### config.mk
export PLATFORM = sky130hd
export DESIGN_NAME = json_lexer
export DESIGN_NICKNAME = d
export VERILOG_FILES = /design/src/rtl/json_lexer.sv
export SDC_FILE = /design/constraint.sdc
export NUM_CORES = 1
export LEC_CHECK = 0
export BUFFER_PORTS_ARGS = -buffer_cell sky130_fd_sc_hd__clkbuf_2
export CAP_MARGIN = 20
export CORE_AREA = 2 2 117 119
export DETAILED_ROUTE_END_ITERATION = 7
export DIE_AREA = 0 0 119 121
export PLACE_DENSITY_LB_ADDON = 0.25
export SLEW_MARGIN = 20
export SYNTH_ARGS = -nofsm -noshare
export SYNTH_HDL_FRONTEND = slang
export SYNTH_SLANG_ARGS = --single-unit
### constraint.sdc
create_clock -name clk -period 9.7 [get_ports clk]
set_clock_uncertainty 0.05 [all_clocks]
set_input_delay 0 -clock clk [delete_from_list [all_inputs] [get_ports clk]]
set_output_delay 0 -clock clk [all_outputs]
set_load 0.05 [all_outputs]
### src/rtl/json_lexer.sv
// Streaming JSON tokenizer: byte stream in, one classified token out per handshake.
// A single output register slot holds the current token; a one-byte pending
// register and an EOF flag carry work that a byte produces beyond one token.
module json_lexer #(
    parameter int LEN_W = 16
) (
    input  logic             clk,
    input  logic             rst,
    input  logic             in_valid,
    output logic             in_ready,
    input  logic [7:0]       in_data,
    input  logic             in_last,
    output logic             tok_valid,
    input  logic             tok_ready,
    output logic [3:0]       tok_type,
    output logic [LEN_W-1:0] tok_len,
    output logic [1:0]       tok_status
);

    typedef enum logic [2:0] {
        S_IDLE, S_STR, S_STR_ESC, S_NUM, S_LIT, S_DRAIN
    } state_t;

    typedef enum logic [1:0] {LIT_TRUE, LIT_FALSE, LIT_NULL} lit_t;

    localparam logic [3:0] T_LBRACE   = 4'd0;
    localparam logic [3:0] T_RBRACE   = 4'd1;
    localparam logic [3:0] T_LBRACKET = 4'd2;
    localparam logic [3:0] T_RBRACKET = 4'd3;
    localparam logic [3:0] T_COLON    = 4'd4;
    localparam logic [3:0] T_COMMA    = 4'd5;
    localparam logic [3:0] T_STRING   = 4'd6;
    localparam logic [3:0] T_NUMBER   = 4'd7;
    localparam logic [3:0] T_TRUE     = 4'd8;
    localparam logic [3:0] T_FALSE    = 4'd9;
    localparam logic [3:0] T_NULL     = 4'd10;
    localparam logic [3:0] T_EOF      = 4'd11;
    localparam logic [3:0] T_ERROR    = 4'd15;

    localparam logic [1:0] ST_OK      = 2'd0;
    localparam logic [1:0] ST_INVALID = 2'd1;
    localparam logic [1:0] ST_MISS    = 2'd2;

    localparam logic [LEN_W-1:0] LEN_MAX = {LEN_W{1'b1}};

    function automatic logic is_digit(input logic [7:0] c);
        return (c >= "0") && (c <= "9");
    endfunction

    function automatic logic is_num_char(input logic [7:0] c);
        return is_digit(c) || (c == ".") || (c == "e") || (c == "E") ||
               (c == "+") || (c == "-");
    endfunction

    // Character expected at position idx of the latched literal word.
    function automatic logic [7:0] lit_char(input lit_t kind, input logic [2:0] idx);
        logic [7:0] c;
        c = 8'h00;
        case (kind)
            LIT_TRUE: case (idx)
                3'd1: c = "r";
                3'd2: c = "u";
                3'd3: c = "e";
                default: c = 8'h00;
            endcase
            LIT_FALSE: case (idx)
                3'd1: c = "a";
                3'd2: c = "l";
                3'd3: c = "s";
                3'd4: c = "e";
                default: c = 8'h00;
            endcase
            LIT_NULL: case (idx)
                3'd1: c = "u";
                3'd2: c = "l";
                3'd3: c = "l";
                default: c = 8'h00;
            endcase
            default: c = 8'h00;
        endcase
        return c;
    endfunction

    state_t           state, state_nx;
    logic [LEN_W-1:0] len, len_nx, len_inc;
    lit_t             lit_kind, kind_nx;
    logic [2:0]       lit_idx, idx_nx;
    logic             pend_valid, pend_last, eof_pend;
    logic [7:0]       pend_data;

    logic             slot_free, use_pend, use_eof, use_in, act, cur_last;
    logic [7:0]       cur;
    logic             emit, pend_set, eof_set;
    logic [3:0]       e_type;
    logic [LEN_W-1:0] e_len;
    logic [1:0]       e_status;

    // Source selection and input handshake: pending byte first, then queued EOF, then new input.
    always_comb begin
        slot_free = !tok_valid || tok_ready;
        use_pend  = pend_valid && slot_free;
        use_eof   = !pend_valid && eof_pend && slot_free;
        in_ready  = !rst && slot_free && !pend_valid && !eof_pend;
        use_in    = in_valid && in_ready;
        act       = use_pend || use_in;
        cur       = use_pend ? pend_data : in_data;
        cur_last  = use_pend ? pend_last : in_last;
        len_inc   = (len == LEN_MAX) ? len : len + 1'b1;
    end

    // Next-state and token generation for the byte being processed this cycle.
    always_comb begin
        // NOTE: every output of this block gets a default first so no path leaves
        // a signal unassigned, which would otherwise infer a latch.
        state_nx = state;
        len_nx   = len;
        kind_nx  = lit_kind;
        idx_nx   = lit_idx;
        emit     = 1'b0;
        e_type   = T_LBRACE;
        e_len    = '0;
        e_status = ST_OK;
        pend_set = 1'b0;
        eof_set  = 1'b0;

        if (use_eof) begin
            emit   = 1'b1;
            e_type = T_EOF;
        end else if (act) begin
            case (state)
                S_IDLE: begin
                    case (cur)
                        " ", 8'h09, 8'h0D, 8'h0A: ;
                        "{": begin emit = 1'b1; e_type = T_LBRACE;   end
                        "}": begin emit = 1'b1; e_type = T_RBRACE;   end
                        "[": begin emit = 1'b1; e_type = T_LBRACKET; end
                        "]": begin emit = 1'b1; e_type = T_RBRACKET; end
                        ":": begin emit = 1'b1; e_type = T_COLON;    end
                        ",": begin emit = 1'b1; e_type = T_COMMA;    end
                        "\"": begin
                            state_nx = S_STR;
                            len_nx   = '0;
                        end
                        "t", "f", "n": begin
                            state_nx = S_LIT;
                            kind_nx  = (cur == "t") ? LIT_TRUE :
                                       (cur == "f") ? LIT_FALSE : LIT_NULL;
                            idx_nx   = 3'd1;
                            len_nx   = LEN_W'(1);
                        end
                        default: begin
                            if (cur == "-" || is_digit(cur)) begin
                                state_nx = S_NUM;
                                len_nx   = LEN_W'(1);
                            end else begin
                                emit     = 1'b1;
                                e_type   = T_ERROR;
                                e_status = ST_INVALID;
                                state_nx = S_DRAIN;
                            end
                        end
                    endcase
                end
                S_STR: begin
                    if (cur == "\"") begin
                        emit     = 1'b1;
                        e_type   = T_STRING;
                        e_len    = len;
                        state_nx = S_IDLE;
                    end else begin
                        len_nx = len_inc;
                        if (cur == "\\") state_nx = S_STR_ESC;
                    end
                end
                S_STR_ESC: begin
                    len_nx   = len_inc;
                    state_nx = S_STR;
                end
                S_NUM: begin
                    if (is_num_char(cur)) begin
                        len_nx = len_inc;
                    end else begin
                        // Terminator is kept and re-run through IDLE on the next cycle.
                        emit     = 1'b1;
                        e_type   = T_NUMBER;
                        e_len    = len;
                        pend_set = 1'b1;
                        state_nx = S_IDLE;
                    end
                end
                S_LIT: begin
                    if (cur == lit_char(lit_kind, lit_idx)) begin
                        len_nx = len_inc;
                        idx_nx = lit_idx + 1'b1;
                        if (lit_idx == ((lit_kind == LIT_FALSE) ? 3'd4 : 3'd3)) begin
                            emit     = 1'b1;
                            e_type   = (lit_kind == LIT_TRUE)  ? T_TRUE :
                                       (lit_kind == LIT_FALSE) ? T_FALSE : T_NULL;
                            e_len    = len_inc;
                            state_nx = S_IDLE;
                        end
                    end else begin
                        emit     = 1'b1;
                        e_type   = T_ERROR;
                        e_status = ST_INVALID;
                        state_nx = S_DRAIN;
                    end
                end
                S_DRAIN: ;
                default: state_nx = S_IDLE;
            endcase

            // End of document: settle whatever state the final byte left behind.
            if (cur_last && !pend_set) begin
                if (emit && e_type == T_ERROR) begin
                    state_nx = S_IDLE;
                end else begin
                    case (state_nx)
                        S_IDLE: begin
                            if (emit) begin
                                eof_set = 1'b1;
                            end else begin
                                emit   = 1'b1;
                                e_type = T_EOF;
                            end
                        end
                        S_STR, S_STR_ESC: begin
                            emit     = 1'b1;
                            e_type   = T_ERROR;
                            e_status = ST_MISS;
                            state_nx = S_IDLE;
                        end
                        S_LIT: begin
                            emit     = 1'b1;
                            e_type   = T_ERROR;
                            e_status = ST_INVALID;
                            state_nx = S_IDLE;
                        end
                        S_NUM: begin
                            emit     = 1'b1;
                            e_type   = T_NUMBER;
                            e_len    = len_nx;
                            eof_set  = 1'b1;
                            state_nx = S_IDLE;
                        end
                        default: state_nx = S_IDLE;
                    endcase
                end
            end
        end
    end

    // State, length, literal tracking, pending byte and EOF flag.
    always_ff @(posedge clk or posedge rst) begin
        if (rst) begin
            state      <= S_IDLE;
            len        <= '0;
            lit_kind   <= LIT_TRUE;
            lit_idx    <= '0;
            pend_valid <= 1'b0;
            pend_data  <= '0;
            pend_last  <= 1'b0;
            eof_pend   <= 1'b0;
        end else begin
            // NOTE: sequential state uses non-blocking assignments so every register
            // samples the pre-edge values regardless of statement order.
            state    <= state_nx;
            len      <= len_nx;
            lit_kind <= kind_nx;
            lit_idx  <= idx_nx;
            if (pend_set) begin
                pend_valid <= 1'b1;
                pend_data  <= cur;
                pend_last  <= cur_last;
            end else if (use_pend) begin
                pend_valid <= 1'b0;
            end
            if (eof_set)      eof_pend <= 1'b1;
            else if (use_eof) eof_pend <= 1'b0;
        end
    end

    // Output slot: reload on a new token, otherwise clear once taken.
    always_ff @(posedge clk or posedge rst) begin
        if (rst) begin
            tok_valid  <= 1'b0;
            tok_type   <= '0;
            tok_len    <= '0;
            tok_status <= '0;
        end else if (emit) begin
            tok_valid  <= 1'b1;
            tok_type   <= e_type;
            tok_len    <= e_len;
            tok_status <= e_status;
        end else if (tok_ready) begin
            tok_valid  <= 1'b0;
        end
    end

endmodule

==> results of run 1 <==
## layer usage
metal | vias up | part of all wire
met2 | 269 | 0.42
met4 | 0 | 0.025
li1 | 2333 | -
met3 | 34 | 0.080
met1 | 2343 | 0.47
met5 | - | 0
## repair_timing
action	CTS	global route
hold buffers	3	0
endpoints found under the setup margin	0	0
endpoints found under the hold margin	13	0
## how the worst max path moves through the flow
stage,start,to,depth (start not counted)
after floorplan,lit_idx[2],tok_len[15],14
after global placement,pend_valid,tok_len[11],11
after detailed placement,pend_valid,tok_len[11],11
after CTS,pend_valid,tok_len[11],11
after global routing,pend_valid,tok_len[11],11
final,pend_valid,tok_len[11],11
## through the flow
stage	hold WS [ps]	instance area, um2	power, W	std cells	utilization
after floorplan	100.6	4875	0.0007921	622	-
after global placement	-88.35	5087	0.0009102	798	0.3888
after detailed placement	-87.52	5087	0.0009185	798	0.3888
after CTS	29.68	5409	0.001238	817	0.4134
after global routing	57.39	5409	0.001319	817	0.4134
final	46.37	5409	0.001240	817	0.4134
## cells in the mapped netlist (all sizes together) (6+ instances only)
library cell / n / area [um2]
ha: 6 / 75.07
a31oi: 9 / 56.30
buf: 21 / 150.1
o31ai: 6 / 45.04
nor3: 16 / 85.08
and2: 8 / 50.05
nor2b: 14 / 95.09
o21ai: 54 / 281.5
nand3: 30 / 155.1
nand4: 13 / 96.34
a21oi: 49 / 252.8
mux2i: 18 / 180.2
xor2: 6 / 52.55
dfrtp: 58 / 1451
nand2: 76 / 285.3
nor4: 6 / 37.54
a22o: 7 / 61.31
nor3b: 6 / 45.04
and3: 17 / 106.4
nor2: 57 / 214.0
clkbuf: 20 / 75.07
inv: 15 / 56.30
or3: 6 / 42.54
## power by group
group | leakage [nW] | total, W | switching, W | internal (W)
Combinational | 1.33 | 0.000576 | 0.000376 | 0.000200
Clock | 0.141 | 0.000313 | 0.000120 | 0.000193
Sequential | 0.773 | 0.000351 | 0.0000668 | 0.000284
Total | 2.25 | 0.00124 | 0.000563 | 0.000676
## registers in the layout (all words and copies together), names as in the netlist
signal and flops:
len 16, pend_data 8, lit_idx 3, pend_valid 1
tok_len 16, eof_pend 1, tok_type 4, pend_last 1
lit_kind 2, tok_valid 1, tok_status 2, state 3
## cell type report
cell class	count	area (um2)	area share
Tap cell	176	220.2	0.04071
Multi-Input combinational cell	508	3142	0.5808
Inverter	15	56.30	0.01041
Clock buffer	12	266.5	0.04927
Clock inverter	4	25.02	0.004626
Sequential cell	58	1451	0.2683
Timing Repair Buffer	44	247.7	0.04580
## critical path, delay by kind of cell, from the launching register on
kind	cells	cell delay [ps]
compound gates	6	1720
buf+inv	2	680
flops	1	740
mux	1	100
simple gates	2	780
## cells by family (layout without fill, tap and decap cells)
logic type / count (synthesis) / count (layout) / share of synthesized area
xor+xnor: 7 / 7 / 0.01258
mux: 23 / 23 / 0.04851
buf+inv: 56 / 75 / 0.05775
flops: 58 / 58 / 0.2977
simple gates: 286 / 286 / 0.3147
fa+ha+maj: 6 / 6 / 0.01540
compound gates: 186 / 186 / 0.2533
==> impl_results.md, run 1 <==
- Seq cells post-synth: 58
- GRT Total Usage: 0.2127
- Slew Viols, Final: 0
- Final setup margin: 5484 ps
- Clock sinks: 58
- Max stage delay cell, worst path: dfrtp_1
- Die X: 119 um
- DRC viols: 0
- Outcome: complete, no violations
- Critical-path cell list: inv_1, nor4b_2, a22oi_1, nand2b_1, o221ai_1, a31o_2, a21oi_1, buf_4, o21ai_0, a21oi_1, mux2i_1
- Largest net degree at the start of global routing: 48
- Pre-CTS setup slack: 5577 ps
- CP endpoint kind: register
- Final min period: 4216 ps
- Hold Path Class: in2reg
- Post-synthesis sequential area ratio: 0.2977
- Detailed-router iteration count before antenna repair: 8
- Nets: 655
- Post-Synthesis Cell Area: 4875 um2
- Slew HR: 0.3996
- H-tree lvl count: 3
- Setup TNS: 0 ps
- RR Startpoint: pend_valid
- Port bufs: 36
- Clock-pin transition on the worst setup and hold timing paths: 50 ps
- Routed wire per std cell: 18.58 um
- GR Layer Usage met2: 0.3150
- Worst-margin pin slew: 898.1 ps
- Layout Area Growth over Synthesis: 10.96%
- Routed wire length: 15180 um
- Synth cell types: 83
- Crit path required time: 9850 ps
- CTS tree: yes
- Avg Inst Size Synth: 7.837 um2
- Initial DRC Count: 456
- Async SR Flop Fraction: 1.000
- First-pass GRT wire length: 24440 um
- CP dominant cell by count: a21oi_1
- Clock latency on the worst-skew pair: 340 ps
- RR Endpoint: tok_len[11]
- N_diodes: 0
- Synth Flop Type: dfrtp_1
- Most Crowded Layer GR: met2
- Number of synthesized flops with an enable pin: 0
- Die area: 14400 um2
- Most frequent cells in the layout: 76 x nand2_1, 58 x dfrtp_1, 57 x nor2_1, 47 x o21ai_0, 47 x a21oi_1
- Filler cell count: 1350
- Pwr Density: 229.2 nW/um2
- WP data arrival: 4370 ps
- CTS Buf Count: 9
- Antenna Nets Post-Route: 0
- Vert. Die Dim: 121 um
- Synth Net Count: 641
- Min-Delay Path Depth: 2
- Routability Congestion: 0.9773
- Vias per cell: 6.094
- Post-route clock period utilization: 0.4346
- Layout cells sized above 1: 0.1435
- Number of global-route vias before repair: 4567
- RSZ-0062 raised after global routing: no
- Grt ovf: 0
- Top Ports: 37
- Initial antenna violation count: 0
- Initial Util: 0.3725
- Kind of critical path: reg2reg
- Endpoints failing setup: 0
- CTS resizes: 0
- Leak Pwr: 2.246 nW
- Clock Path Buffers: 2
- Max VDD drop: 0.09128 mV
- Core area: 13090 um2
- Startpoint types: register
- Postcts setup bufs: 0
- CP Max Fanout: 21
- Commonest non-fill, non-tap cell in the layout: nand2_1
- Via count: 4979
- Grt met3 use: 0.03571
- Reg2Reg Depth: 11
- CP max stage delay: 740 ps
- Hold_sp: in_data[7]
- Final Hold Fails: 0
- DP Wirelength: 11090 um
- # rows: 42
- Hold Path Sink: pend_data[7]
- Yosys warning count: 0
- R2R setup slack: 5480 ps
- F_max: 0.2372 GHz
- Root Driver: clkbuf_16
- Max Cap Violations: 0
- Syn Inst Count: 622
- Met1 usage: 0.3074
No activity file was read; power rests on OpenSTA's default activity.
==> run 2: changes to the inputs <==
- clock period: 9.7 -> 4.4 ns (I/O delays scaled with it)
==> run 2 against run 1 <==
  * Clock-buffer cell count is the same
  * Sequential share of layout area is 0.062 points lower
  * Worst hold slack worse by 13 ps
  * Largest power group unchanged
  * Critical path depth up 1
  * Largest cell class unchanged
  * Critical path type unchanged
  * Cell area rose by 0.23%
  * Critical endpoint is now len[2]
==> impl_results.md, run 2 (synthesis results as in run 1) <==
- Outcome: complete, no violations
- Vias per cell: 6.004 (-1.5%)
- Via count: 4905 (-1.5%)
- Commonest non-fill, non-tap cell in the layout: nand2_1
- Layout Area Growth over Synthesis: 11.22%
- CTS Buf Count: 9 (unchanged)
- WP data arrival: 3780 ps (-590 ps)
- Die area: 14400 um2 (unchanged)
- CP endpoint kind: register
- Startpoint types: register
- Final min period: 3626 ps (-590.3 ps)
- # rows: 42 (unchanged)
- CP dominant cell by count: o21ai_0
- Largest net degree at the start of global routing: 52 (+8.3%)
- Post-CTS Hold Fix Bufs: 2 (-1)
- Initial Util: 0.3725 (unchanged)
- Initial DRC Count: 581 (+27%)
- Postcts setup bufs: 0 (unchanged)
- Post-route clock period utilization: 0.8240 (+0.3894)
- Setup TNS: 0 ps (unchanged)
- Max Cap Violations: 0 (unchanged)
- Int Power: 0.001522 W (+120%)
- Crit path buf inv count: 1 (-1)
- Root Driver: clkbuf_16
- Clock-pin transition on the worst setup and hold timing paths: 50 ps (about the same)
- Clk pwr share: 0.255 (+0.003)
- Crit path required time: 4550 ps (-5300 ps)
- Kind of critical path: reg2reg
- Net switching power: 0.001232 W (+120%)
- Number of global-route vias before repair: 4701 (+2.9%)
- Hold Path Class: in2async
- Leak Pwr: 2.258 nW (+0.52%)
- CP Max Fanout: 7 (-67%)
- CP max stage delay: 460 ps (-280 ps)
- Die X: 119 um (unchanged)
- Grt ovf: 0 (unchanged)
- CP delay by family, top: simple AND/OR/NAND/NOR gates
- F_max: 0.2758 GHz (+16%)
- Sw frac: 0.4474 (-0.006856)
- N_diodes: 0 (unchanged)
- Post-route cell area: 5421 um2 (+0.23%)
- Initial antenna violation count: 0 (unchanged)
- Final Hold Fails: 0 (unchanged)
- Slew Viols, Final: 0 (unchanged)
- Routed wire per std cell: 18.68 um (+0.53%)
- First-pass GRT wire length: 25200 um (+3.1%)
- DRC viols: 0 (unchanged)
- Layout cells sized above 1: 0.1420 (-0.001560)
- Max stage delay cell, worst path: nor2_1
- Grt met3 use: 0.04934 (+0.01363)
- H-tree lvl count: 3 (unchanged)
- Pwr Density: 508.0 nW/um2 (+120%)
- Routed wire length: 15260 um (+0.53%)
- GR Layer Usage met2: 0.3348 (+0.01976)
- RSZ-0062 raised after global routing: no
- CTS tree: yes
- Met1 usage: 0.3081 (+0.0006326)
- Vert. Die Dim: 121 um (unchanged)
- Biggest regs: len x16, tok_len x16, pend_data x8
- Worst-margin pin slew: 874.4 ps (-23.66 ps)
- Clock latency on the worst-skew pair: 340 ps (about the same)
- DP Wirelength: 11110 um (+0.17%)
- Critical-path cell list: inv_1, ha_1, or3b_1, a21oi_1, o21ai_0, a211oi_1, and3_1, a21oi_1, nor2_1, nand2_1, o21ai_0, o21ai_0
- Max VDD drop: 0.1901 mV (+110%)
- GRT Total Usage: 0.2217 (+0.008911)
- Routability Congestion: 0.9719 (-0.55%)
- Slew HR: 0.4154 (+0.01582)
- Nets: 656 (+0.15%)
- Clock Path Buffers: 2 (unchanged)
- Placed Area: 5115 um2 (+0.54%)
- Sequential power share: 0.280 (-0.003)
- Detailed-router iteration count before antenna repair: 5 (-3)
- Most Crowded Layer GR: met2
- Top Ports: 37 (unchanged)
- Clock sinks: 58 (unchanged)
- Endpoints failing setup: 0 (unchanged)
- CTS resizes: 0 (unchanged)
- Antenna Nets Post-Route: 0 (unchanged)
- Port bufs: 36 (unchanged)
- Most frequent cells in the layout: 76 x nand2_1, 58 x dfrtp_1, 57 x nor2_1, 47 x o21ai_0, 47 x a21oi_1
- Combinational share of power: 0.465 (about the same)
- Core area: 13090 um2 (unchanged)
- WHS: 33.84 ps (-12.53 ps)
==> run 2: layout make-up <==
type	count	area, um2
clock buffers	12	246.5
clock inverters	3	40.04
fillers	1334	7664
inverters	15	56.30
multi-input cells	508	3142
flip-flops and latches	58	1451
well taps	176	220.2
repair buffers	45	265.3
==> run 2: power by group through the flow <==
stage          sequential (W)  combinational (W)  clock, W
6_report             0.000772            0.00128  0.000702
2_1_floorplan        0.000816           0.000930         0
5_1_grt              0.000791            0.00141  0.000737
4_1_cts              0.000769            0.00127  0.000713
3_3_place_gp         0.000775            0.00125         0
3_5_place_dp         0.000775            0.00127         0
==> run 2: metal layers <==
metal | part of all wire | routed length [um] | vias to the layer above
li1 | - | - | 2338
met1 | 0.48 | 7298 | 2326
met2 | 0.43 | 6585 | 212
met3 | 0.067 | 1029 | 29
met4 | 0.023 | 349 | 0
met5 | 0 | 0 | -
==> run 2: path summary, 6_finish.rpt <==
path | start | end | slack [ps] | depth (start not counted)
worst max-delay path | lit_idx[1] | len[2] | 770 | 12
worst min-delay path | rst | pend_data[3] | 30 | 3
worst max register to register | lit_idx[1] | len[2] | 770 | 12
worst min register to register | tok_type[2] | tok_type[2] | 450 | 1
max in group asynchronous | rst | tok_type[1] | 3340 | 4
min in group clk | in_data[0] | pend_data[0] | 30 | 2
==> run 2: stage by stage <==
step | util | cells | total power [W] | setup slack [ps]
global placement | 0.3909 | 800 | 0.002028 | 856.3
finish | 0.4143 | 817 | 0.002754 | 774.4
floorplan | - | 622 | 0.001746 | 1250
detailed placement | 0.3909 | 800 | 0.002041 | 801.5
global route | 0.4143 | 817 | 0.002938 | 469.0
CTS | 0.4143 | 817 | 0.002755 | 792.0
==> run 2: tightest hold or removal path: cells and delay by family <==
| family | cells | cell delay (ps) |
|---|---|---|
| buf+inv | 3 | 780 |
